`src/rtl/window_sequencer.sv`:
```
// Job sequencer for the line/window convolution datapath: loads DATA_COUNT
// words into the line buffer, then runs PASSES rounds of LINE and WIND
// phases under downstream back-pressure and pulses done for one cycle.
module window_sequencer #(
  parameter int unsigned DATA_COUNT = 32,
  parameter int unsigned LINE_COUNT = 12,
  parameter int unsigned WIND_COUNT = 2,
  parameter int unsigned PASSES     = 4
) (
  input  logic       clk,
  input  logic       reset,
  input  logic       start,
  input  logic       in_valid,
  output logic       in_ready,
  output logic       buf_wr_en,
  output logic [5:0] buf_wr_addr,
  input  logic       out_ready,
  output logic       line_en,
  output logic       wind_en,
  output logic [5:0] count_data,
  output logic [3:0] count_line,
  output logic [1:0] count_wind,
  output logic [2:0] state,
  output logic       busy,
  output logic       done
);

  typedef enum logic [2:0] {
    IDLE = 3'd0,
    LOAD = 3'd1,
    LINE = 3'd2,
    WIND = 3'd3,
    DONE = 3'd4
  } state_t;

  localparam logic [5:0] DATA_LAST = 6'(DATA_COUNT - 1);
  localparam logic [3:0] LINE_LAST = 4'(LINE_COUNT - 1);
  localparam logic [1:0] WIND_LAST = 2'(WIND_COUNT - 1);
  localparam logic [7:0] PASS_LAST = 8'(PASSES - 1);

  state_t     cur_state;
  state_t     nxt_state;
  logic [5:0] data_d;
  logic [3:0] line_d;
  logic [1:0] wind_d;
  logic [7:0] pass_cnt;
  logic [7:0] pass_d;
  logic       accept;

  // State and phase counter registers; reset overrides everything.
  always_ff @(posedge clk) begin
    if (reset) begin
      cur_state  <= IDLE;
      count_data <= '0;
      count_line <= '0;
      count_wind <= '0;
      pass_cnt   <= '0;
    end else begin
      cur_state  <= nxt_state;
      count_data <= data_d;
      count_line <= line_d;
      count_wind <= wind_d;
      pass_cnt   <= pass_d;
    end
  end

  // Next-state and counter advance; each phase clears its counter on its last step.
  always_comb begin
    nxt_state = cur_state;
    data_d    = count_data;
    line_d    = count_line;
    wind_d    = count_wind;
    pass_d    = pass_cnt;
    accept    = in_valid && (cur_state == LOAD);
    case (cur_state)
      IDLE: begin
        if (start) nxt_state = LOAD;
      end
      LOAD: begin
        if (accept) begin
          if (count_data == DATA_LAST) begin
            data_d    = '0;
            nxt_state = LINE;
          end else begin
            data_d = count_data + 6'd1;
          end
        end
      end
      LINE: begin
        if (out_ready) begin
          if (count_line == LINE_LAST) begin
            line_d    = '0;
            nxt_state = WIND;
          end else begin
            line_d = count_line + 4'd1;
          end
        end
      end
      WIND: begin
        if (out_ready) begin
          if (count_wind == WIND_LAST) begin
            wind_d = '0;
            if (pass_cnt == PASS_LAST) begin
              pass_d    = '0;
              nxt_state = DONE;
            end else begin
              pass_d    = pass_cnt + 8'd1;
              nxt_state = LINE;
            end
          end else begin
            wind_d = count_wind + 2'd1;
          end
        end
      end
      DONE:    nxt_state = IDLE;
      default: nxt_state = IDLE;
    endcase
  end

  // Handshake and status outputs decoded from the current state.
  always_comb begin
    in_ready    = (cur_state == LOAD);
    buf_wr_en   = accept;
    buf_wr_addr = count_data;
    line_en     = (cur_state == LINE) && out_ready;
    wind_en     = (cur_state == WIND) && out_ready;
    state       = cur_state;
    busy        = (cur_state != IDLE);
    done        = (cur_state == DONE);
  end

endmodule

```
`config.mk`:
```
export PLATFORM = sky130hd
export DESIGN_NAME = window_sequencer
export DESIGN_NICKNAME = d
export VERILOG_FILES = /design/src/rtl/window_sequencer.sv
export SDC_FILE = /design/constraint.sdc
export NUM_CORES = 1
export LEC_CHECK = 0
export BUFFER_PORTS_ARGS = -buffer_cell sky130_fd_sc_hd__buf_4
export CAP_MARGIN = 20
export CORE_MARGIN = 10
export CORE_UTILIZATION = 46
export CTS_CLUSTER_SIZE = 28
export DETAILED_ROUTE_END_ITERATION = 7
export GPL_TIMING_DRIVEN = 0
export MAX_ROUTING_LAYER = met4
export PLACE_DENSITY_LB_ADDON = 0.25
export SLEW_MARGIN = 20
export SYNTH_ARGS = -nofsm -noshare
export SYNTH_HDL_FRONTEND = slang
export SYNTH_SLANG_ARGS = --single-unit
```
`constraint.sdc`:
```
create_clock -name clk -period 1.5 [get_ports clk]
set_clock_uncertainty 0.2 [all_clocks]
set_input_delay 0.075 -clock clk [delete_from_list [all_inputs] [get_ports clk]]
set_output_delay 0.075 -clock clk [all_outputs]
set_load 0.005 [all_outputs]
```
==> After elaboration in Yosys (flattened, before gate mapping) <==
Index checks and enable logic that the tools add are counted.
{ "word_totals": {"output_inout_bits": 27, "romBits": 0, "input_bits": 5, "ram_bits": 0, "latchBits": 0, "wordCells": 47, "n_memories": 0, "regBits": 23} }
{ "op_classes": {"magnitude_cmp": 0, "n_eq_ne": 15, "shift": 0, "addsub": 4, "bitwise_logic": 0, "n_mul": 0, "reduce_logical": 10, "div_mod_pow": 0, "mux": 13} }
{ "ops": {"columns": ["op", "count"], "rows": [
  ["$mux W3", 8],
  ["$pmux W3 S4", 1],
  ["$ne A2 B2 Y1 const B", 5],
  ["$add A8 B1 Y8 const B", 1],
  ["$eq A8 B2 Y1 const B", 1],
  ["$mux W8", 1],
  ["$reduce_and A7 Y1", 1],
  ["$add A6 B1 Y6 const B", 1],
  ["$eq A3 B2 Y1 const B", 2],
  ["$eq A6 B5 Y1 const B", 1],
  ["$mux W6", 1],
  ["$reduce_and A2 Y1", 3],
  ["$add A4 B1 Y4 const B", 1],
  ["$eq A4 B4 Y1 const B", 1],
  ["$mux W4", 1],
  ["$ne A2 B1 Y1 const B", 2],
  ["$eq A3 B1 Y1 const B", 1],
  ["$eq A3 B3 Y1 const B", 1],
  ["$logic_and A1 B1 Y1", 3],
  ["$logic_not A3 Y1", 1],
  ["$reduce_and A3 Y1", 1],
  ["$reduce_bool A3 Y1", 1],
  ["$add A2 B1 Y2 const B", 1],
  ["$eq A2 B1 Y1 const B", 1],
  ["$mux W2", 1]
]} }

==> Longest topological paths before layout <==
Gate-level depths: netlist of run 1.
{ "depth": {"word_depth": 5, "ltp_mapped": 6, "ltp_nobuf": 5} }

==> Worst setup path before layout of run 1 <==
Ideal clock, no wire load.
{ "synth_timing": {"kind": "register to register", "from": "reg cur_state[0], in the netlist state[0]", "to": "reg count_data[0], in the netlist buf_wr_addr[0]", "t_arrival_ps": 1278, "synth_period_minus_slack_ps": 1607, "path_stages_with_launch": 5, "path_slack_ps": -107, "setup_ps": 129, "n_path_buf": 1, "required_time_ps": 1171, "cell_sequence": "dfxtp_1 buf_6 or3b_4 o31ai_1 nor2_1"} }
{ "synth_via": {"elab_chain_cells": 3} }
{ "synth_rtl": {"columns": ["element", "line", "source"], "rows": [
  ["from (decl)", "41", "state_t cur_state;"],
  ["from (signal assigned)", "59", "cur_state <= nxt_state;"],
  ["$eq A3 B1 Y1 (*)", "74, 75", null],
  ["$logic_and A1 B1 Y1", "74", "accept = in_valid && (cur_state == LOAD);"],
  ["$reduce_and A2 Y1 (no line) (*)", null, null],
  ["to (signal assigned)", "60", "count_data <= data_d;"],
  ["to (decl)", "20", "output logic [5:0] count_data,"]
]} }
Every way passes the cells marked *; elsewhere a longest branch is shown, timed or not.
A chain may end at the register's enable or synchronous reset.

==> Worst setup path in the final report of run 1 <==
{ "layout_timing": {"from": "reg cur_state[0], in the netlist state[0]", "to": "out in_ready"} }
{ "layout_via": {"elab_chain_cells": 1} }
{ "layout_rtl": {"columns": ["element", "line", "source"], "rows": [
  ["$eq A3 B1 Y1", "122", "in_ready = (cur_state == LOAD);"],
  ["to (decl)", "14", "output logic in_ready,"]
]} }
Every way passes these cells.

==> results of run 1 <==
[report_power, final]
part	total, W	switching, W	internal [W]
registers	0.000614	0.00000497	0.000609
logic	0.000133	0.0000595	0.0000735
clock network	0.000301	0.000197	0.000104
[routing by layer]
layer	routed length [um]	vias to the layer above	global-route usage [%]
met5	0	-	-
met4	72	0	4.09
met3	156	10	3.31
met2	1930	39	21.1
met1	1620	576	15.3
li1	-	629	-
[synthesized netlist by cell type (all sizes together), types with 2 or more instances]
| cell type | n |
|---|---|
| inv | 7 |
| and2 | 3 |
| nand2 | 14 |
| nand3 | 2 |
| and3 | 3 |
| buf | 9 |
| mux2i | 2 |
| o21ai | 6 |
| o31ai | 2 |
| nand4 | 5 |
| or3 | 3 |
| nor4 | 2 |
| nor2 | 21 |
| ha | 3 |
| a21oi | 6 |
| xnor2 | 9 |
| dfxtp | 23 |
| nand4b | 3 |
| nor3 | 7 |
| xor2 | 3 |
[metrics by stage]
step                      cells  setup slack [ns]
after floorplan             147           -0.0285
after global placement      208            -0.126
after detailed placement    208            -0.175
after CTS                   231            -0.137
after global routing        239            -0.212
final                       239            -0.142
[cells by family (layout without fill, tap and decap cells)]
logic type / count (synthesis) / count (layout)
AO/OA/AOI/OAI: 19 / 19
multiplexers: 2 / 2
adder cells (fa/ha/maj): 3 / 3
buffers and inverters: 18 / 80
AND/OR/NAND/NOR: 70 / 70
flip-flops: 23 / 23
XOR/XNOR: 12 / 12
[worst max-delay path, stage by stage (launching register included)]
cell	delay, ns
dfxtp_2	0.36
buf_6	0.12
or3b_4	0.42
inv_2	0.07
buf_6	0.09
[final timing paths]
kind | from | to
worst max register to register | state[0] | buf_wr_addr[0]
worst min-delay path | in_valid | buf_wr_addr[3]
worst max-delay path | state[0] | in_ready
worst min register to register | pass_cnt[1] | pass_cnt[1]
[registers in the layout, summed over array words and instances, names as in the netlist]
name and count:
count_wind 2, pass_cnt 8, state 3, count_line 4, buf_wr_addr 6
[what timing repair did]
| item | 4_1_cts | 5_1_grt |
|---|---|---|
| hold endpoints to repair | 13 | 0 |
| pin swaps | 18 | 15 |
| setup buffers | 17 | 8 |
| endpoints found under the setup margin | 25 | 27 |
| hold buffers | 2 | 0 |
| resized for setup | 23 | 43 |
[layout make-up]
cell class	instances	area, sq um
plain buffers	10	76.3
clock buffers	4	26.3
well taps	30	37.5
fillers	162	528
multi-input cells	106	831
flip-flops and latches	23	487
inverters	8	35.0
repair buffers	58	479
==> metrics.csv, run 1 <==
metric;value;unit
status;finished, violations left;
violations;negative hold slack, negative setup slack;
hold_ws;-0.00871;ns
syn_inst;147;
grtUsageTotal;13.0;%
clock_latency;0.32;ns
ys_types;37;
core;0.00250;sq mm
arrival;1.37;ns
synth-edff-count;0;
rsz0062_at_grt;true;
avgSynthCellArea;8.32;sq um
synthesis.nets;155;
fin_crit;1.64;ns
rows;18;
design.die.area;0.00512;sq mm
clkTransAtPathRegs;0.13;ns
grt_pass1_vias;1217;
drt-total-wl;3.77;mm
synth.area.mux_share;1.64;%
fin_nets;218;
report.final.hold_viol_count;4;
clockRootBuffer;clkbuf_4;
final_cell_mix;buf_4 (50), nor2_1 (18), buf_6 (13), nand2_1 (10), dfxtp_1 (10);
cts_tree;done;
timing.slew.headroom;67.9;%
gp_congestion;0.781;
synthSimpleGateAreaFrac;31.3;%
ys.flop_type;dfxtp_1;
vias;1254;
cp.required;1.22;ns
setup_viol_count_final;21;
synth_area_leader_cell;dfxtp_1;
synth_area_leaders;dfxtp_1 (38%), nor2_1 (6.4%), xnor2_1 (6.4%);
hold_class;primary input to flip-flop;
cp-start-kind;flip-flop;
synth_xor_area_share;8.59;%
cts_max_level;1;
die_w;71.6;um
cts_buffer_depth;2;
min_path_cells;4;
powerDensity;531;mW/mm^2
cts_inserted_buffers;3;
path_max_fanout;7;
synth_top_area_share;37.6;%
n_antenna_cell;0;
worstMarginPinSlew;0.481;ns
reg2reg_depth;4;
pin_count;32;
start_util;48.9;%
final_util;78.9;%
io_buffers;31;
r2r_slack;-0.13;ns
die_h;71.6;um
crit_type;flip-flop to output pin;
synth.ff_latch_count;23;
p_total;0.00105;W
area_growth;61.1;%
clock.fmax;609;MHz
synthArstFlopShare;0;%
cts.sinks;23;
vias_per_cell;5.25;
ys_seq_area_share;37.6;%
setup-tns-final;-1.72;ns
antenna_found_initial;0;
first_iter_violations;120;
mostFrequentLayoutCell;buf_4;
drc;0;
dp_hpwl;2.28;mm
synth-adder-area-share;3.07;%
synth_top_family_by_area;simple AND/OR/NAND/NOR gates;
yosys_warnings;0;
synth_compound_area_share;9.41;%
critPathCaptureType;output pin;
period_share;109;%
layout_setup_ws;-0.142;ns
drive_gt1_share;56.0;%
maxCapViolations;0;
antenna_left;0;
power.leakage;0.863;nW
placed_area;0.00153;sq mm
report.final.slew_viol_count;0;
firstDrtPassIters;4;
final_area;0.00197;sq mm
grt_max_degree;13;
grt_overflow;0;
grt_pass1_wl;5.50;mm
syn_area;0.00122;sq mm
peakVddDrop;0.000600;V
post_drt_wl_per_cell;15.8;um
Power figures use the tool's default switching activity.
==> inputs of run 2 (changes only) <==
--- a/config.mk
+++ b/config.mk
@@ -7,7 +7,7 @@
 export LEC_CHECK = 0
 export BUFFER_PORTS_ARGS = -buffer_cell sky130_fd_sc_hd__buf_4
 export CAP_MARGIN = 20
-export CORE_MARGIN = 10
+export CORE_MARGIN = 2
 export CORE_UTILIZATION = 46
 export CTS_CLUSTER_SIZE = 28
 export DETAILED_ROUTE_END_ITERATION = 7
==> metrics.csv, run 2 (synthesis gave the netlist of run 1 again) <==
metric;value;unit;change
switchingPower;0.000252;W;-3.4%
critPathCaptureType;output pin;;
rsz0062_at_grt;true;;
fin_crit;1.64;ns;+0.00273 ns
design.die.area;0.00309;sq mm;-40%
setup_viol_count_final;25;;+19%
hold_class;primary input to flip-flop;;
power.leakage;0.832;nW;-3.6%
vias;1308;;+4.3%
cp-start-kind;flip-flop;;
firstDrtPassIters;4;;unchanged
largest_register_ffs;8;;unchanged
drc;0;;unchanged
core;0.00250;sq mm;unchanged
grt_max_degree;14;;+1
report.final.slew_viol_count;0;;unchanged
worstMarginPinSlew;0.477;ns;-0.00392 ns
cts_tree;done;;
clkTransAtPathRegs;0.13;ns;about the same
crit_type;flip-flop to output pin;;
first_iter_violations;39;;-68%
cts.sinks;23;;unchanged
seqPwrFrac;59.7;%;+1.1 points
period_share;110;%;+0.18 points
cts_max_level;1;;unchanged
min_path_cells;4;;unchanged
intPower;0.000776;W;-1.3%
n_antenna_cell;0;;unchanged
io_buffers;31;;unchanged
mostFrequentLayoutCell;buf_4;;
dp_hpwl;1.99;mm;-13%
cts_inserted_buffers;3;;unchanged
grt_pass1_wl;5.00;mm;-9.0%
final_cell_mix;buf_4 (56), nor2_1 (20), dfxtp_1 (11), buf_6 (9), nand2_1 (9);;
drt-total-wl;3.46;mm;-8.3%
report.final.hold_viol_count;0;;-4
cp.required;1.22;ns;about the same
grtUsageTotal;19.8;%;+6.8 points
rows;18;;unchanged
post_drt_wl_per_cell;14.5;um;-8.3%
clkPwrFrac;28.3;%;-0.4 points
gp_congestion;0.815;;+4.4%
status;finished, violations left;;
clock_latency;0.31;ns;about the same
fin_nets;218;;unchanged
final_util;79.2;%;+0.35 points
regMostFlops;pass_cnt;;
clockRootBuffer;clkbuf_4;;
grt_pass1_vias;1117;;-8.2%
path_max_fanout;8;;+1
swShare;24.5;%;-0.41 points
layout_setup_ws;-0.145;ns;-0.00273 ns
area_growth;61.9;%;
clock.fmax;608;MHz;-0.17%
die_h;55.6;um;-22%
vias_per_cell;5.47;;+4.3%
start_util;48.9;%;unchanged
peakVddDrop;0.000534;V;-11%
timing.slew.headroom;68.2;%;+0.26 points
maxCapViolations;0;;unchanged
antenna_left;0;;unchanged
antenna_found_initial;0;;unchanged
powerDensity;519;mW/mm^2;-2.3%
p_total;0.00103;W;-1.8%
drive_gt1_share;56.9;%;+0.96 points
die_w;55.6;um;-22%
pin_count;32;;unchanged
grt_overflow;0;;unchanged
violations;negative setup slack;;
cts_buffer_depth;2;;unchanged
reg2reg_depth;4;;unchanged
arrival;1.37;ns;about the same
pwr-share-comb;12.1;%;-0.6 points
run 2: cell types whose count changed in the layout (fill, tap and decap cells not counted), sizes merged:
| cell | change |
|---|---|
| buf | +1 |
| clkinv | +1 |
| clkbuf | -2 |
run 2: final cells by class:
cell class / count / area (sq um)
multi-input cells: 106 / 850
inverters: 8 / 35.0
clock inverters: 1 / 5.00
fillers: 155 / 519
plain buffers: 10 / 78.8
well taps: 30 / 37.5
repair buffers: 58 / 467
flip-flops and latches: 23 / 485
clock buffers: 3 / 22.5
run 2: metrics by stage:
stage          setup slack [ns]  hold slack [ns]  setup TNS, ns  cell area (sq um)  cells
6_report                 -0.145           0.0304          -1.90               1980    239
5_1_grt                  -0.222           0.0392          -4.02               1980    239
4_1_cts                  -0.143          0.00977          -1.22               1760    228
3_5_place_dp             -0.180            0.239          -2.02               1530    208
3_3_place_gp             -0.136            0.223          -1.60               1530    208
2_1_floorplan           -0.0285           0.0876         -0.124               1260    147
run 2: layer usage:
| layer | up-vias | GRT usage (%) | share of wire [%] |
|---|---|---|---|
| met2 | 48 | 34.2 | 51 |
| li1 | 633 | - | - |
| met1 | 619 | 24.9 | 42 |
| met3 | 8 | 2.33 | 5.8 |
| met5 | - | - | 0 |
| met4 | 0 | 4.18 | 1.8 |
run 2: final timing paths:
kind / startpoint / end / slack, ns
worst max register to register: state[0] / buf_wr_addr[2] / -0.13
worst max-delay path: state[0] / in_ready / -0.14
worst min register to register: count_line[2] / count_line[2] / 0.33
worst min-delay path: start / state[0] / 0.03
run 2: timing repair:
action                                  4_1_cts  5_1_grt
pin swaps                                     9       19
endpoints found under the setup margin       24       28
resized for setup                            25       40
hold buffers                                  2        0
hold endpoints to repair                     14        0
buffers inserted                             14       12
run 2: critical path, cell delays in order (launching register included):
cell	delay, ns
dfxtp_2	0.36
buf_6	0.12
or3b_4	0.42
inv_2	0.07
buf_6	0.08
run 2: power by group through the flow:
stage / Clock, W / Sequential, W / Combinational, W
after floorplan: 0 / 0.000635 / 0.0000509
after global routing: 0.000332 / 0.000615 / 0.000134
after detailed placement: 0 / 0.000635 / 0.0000900
after CTS: 0.000300 / 0.000619 / 0.000109
after global placement: 0 / 0.000635 / 0.0000885
final: 0.000291 / 0.000614 / 0.000124
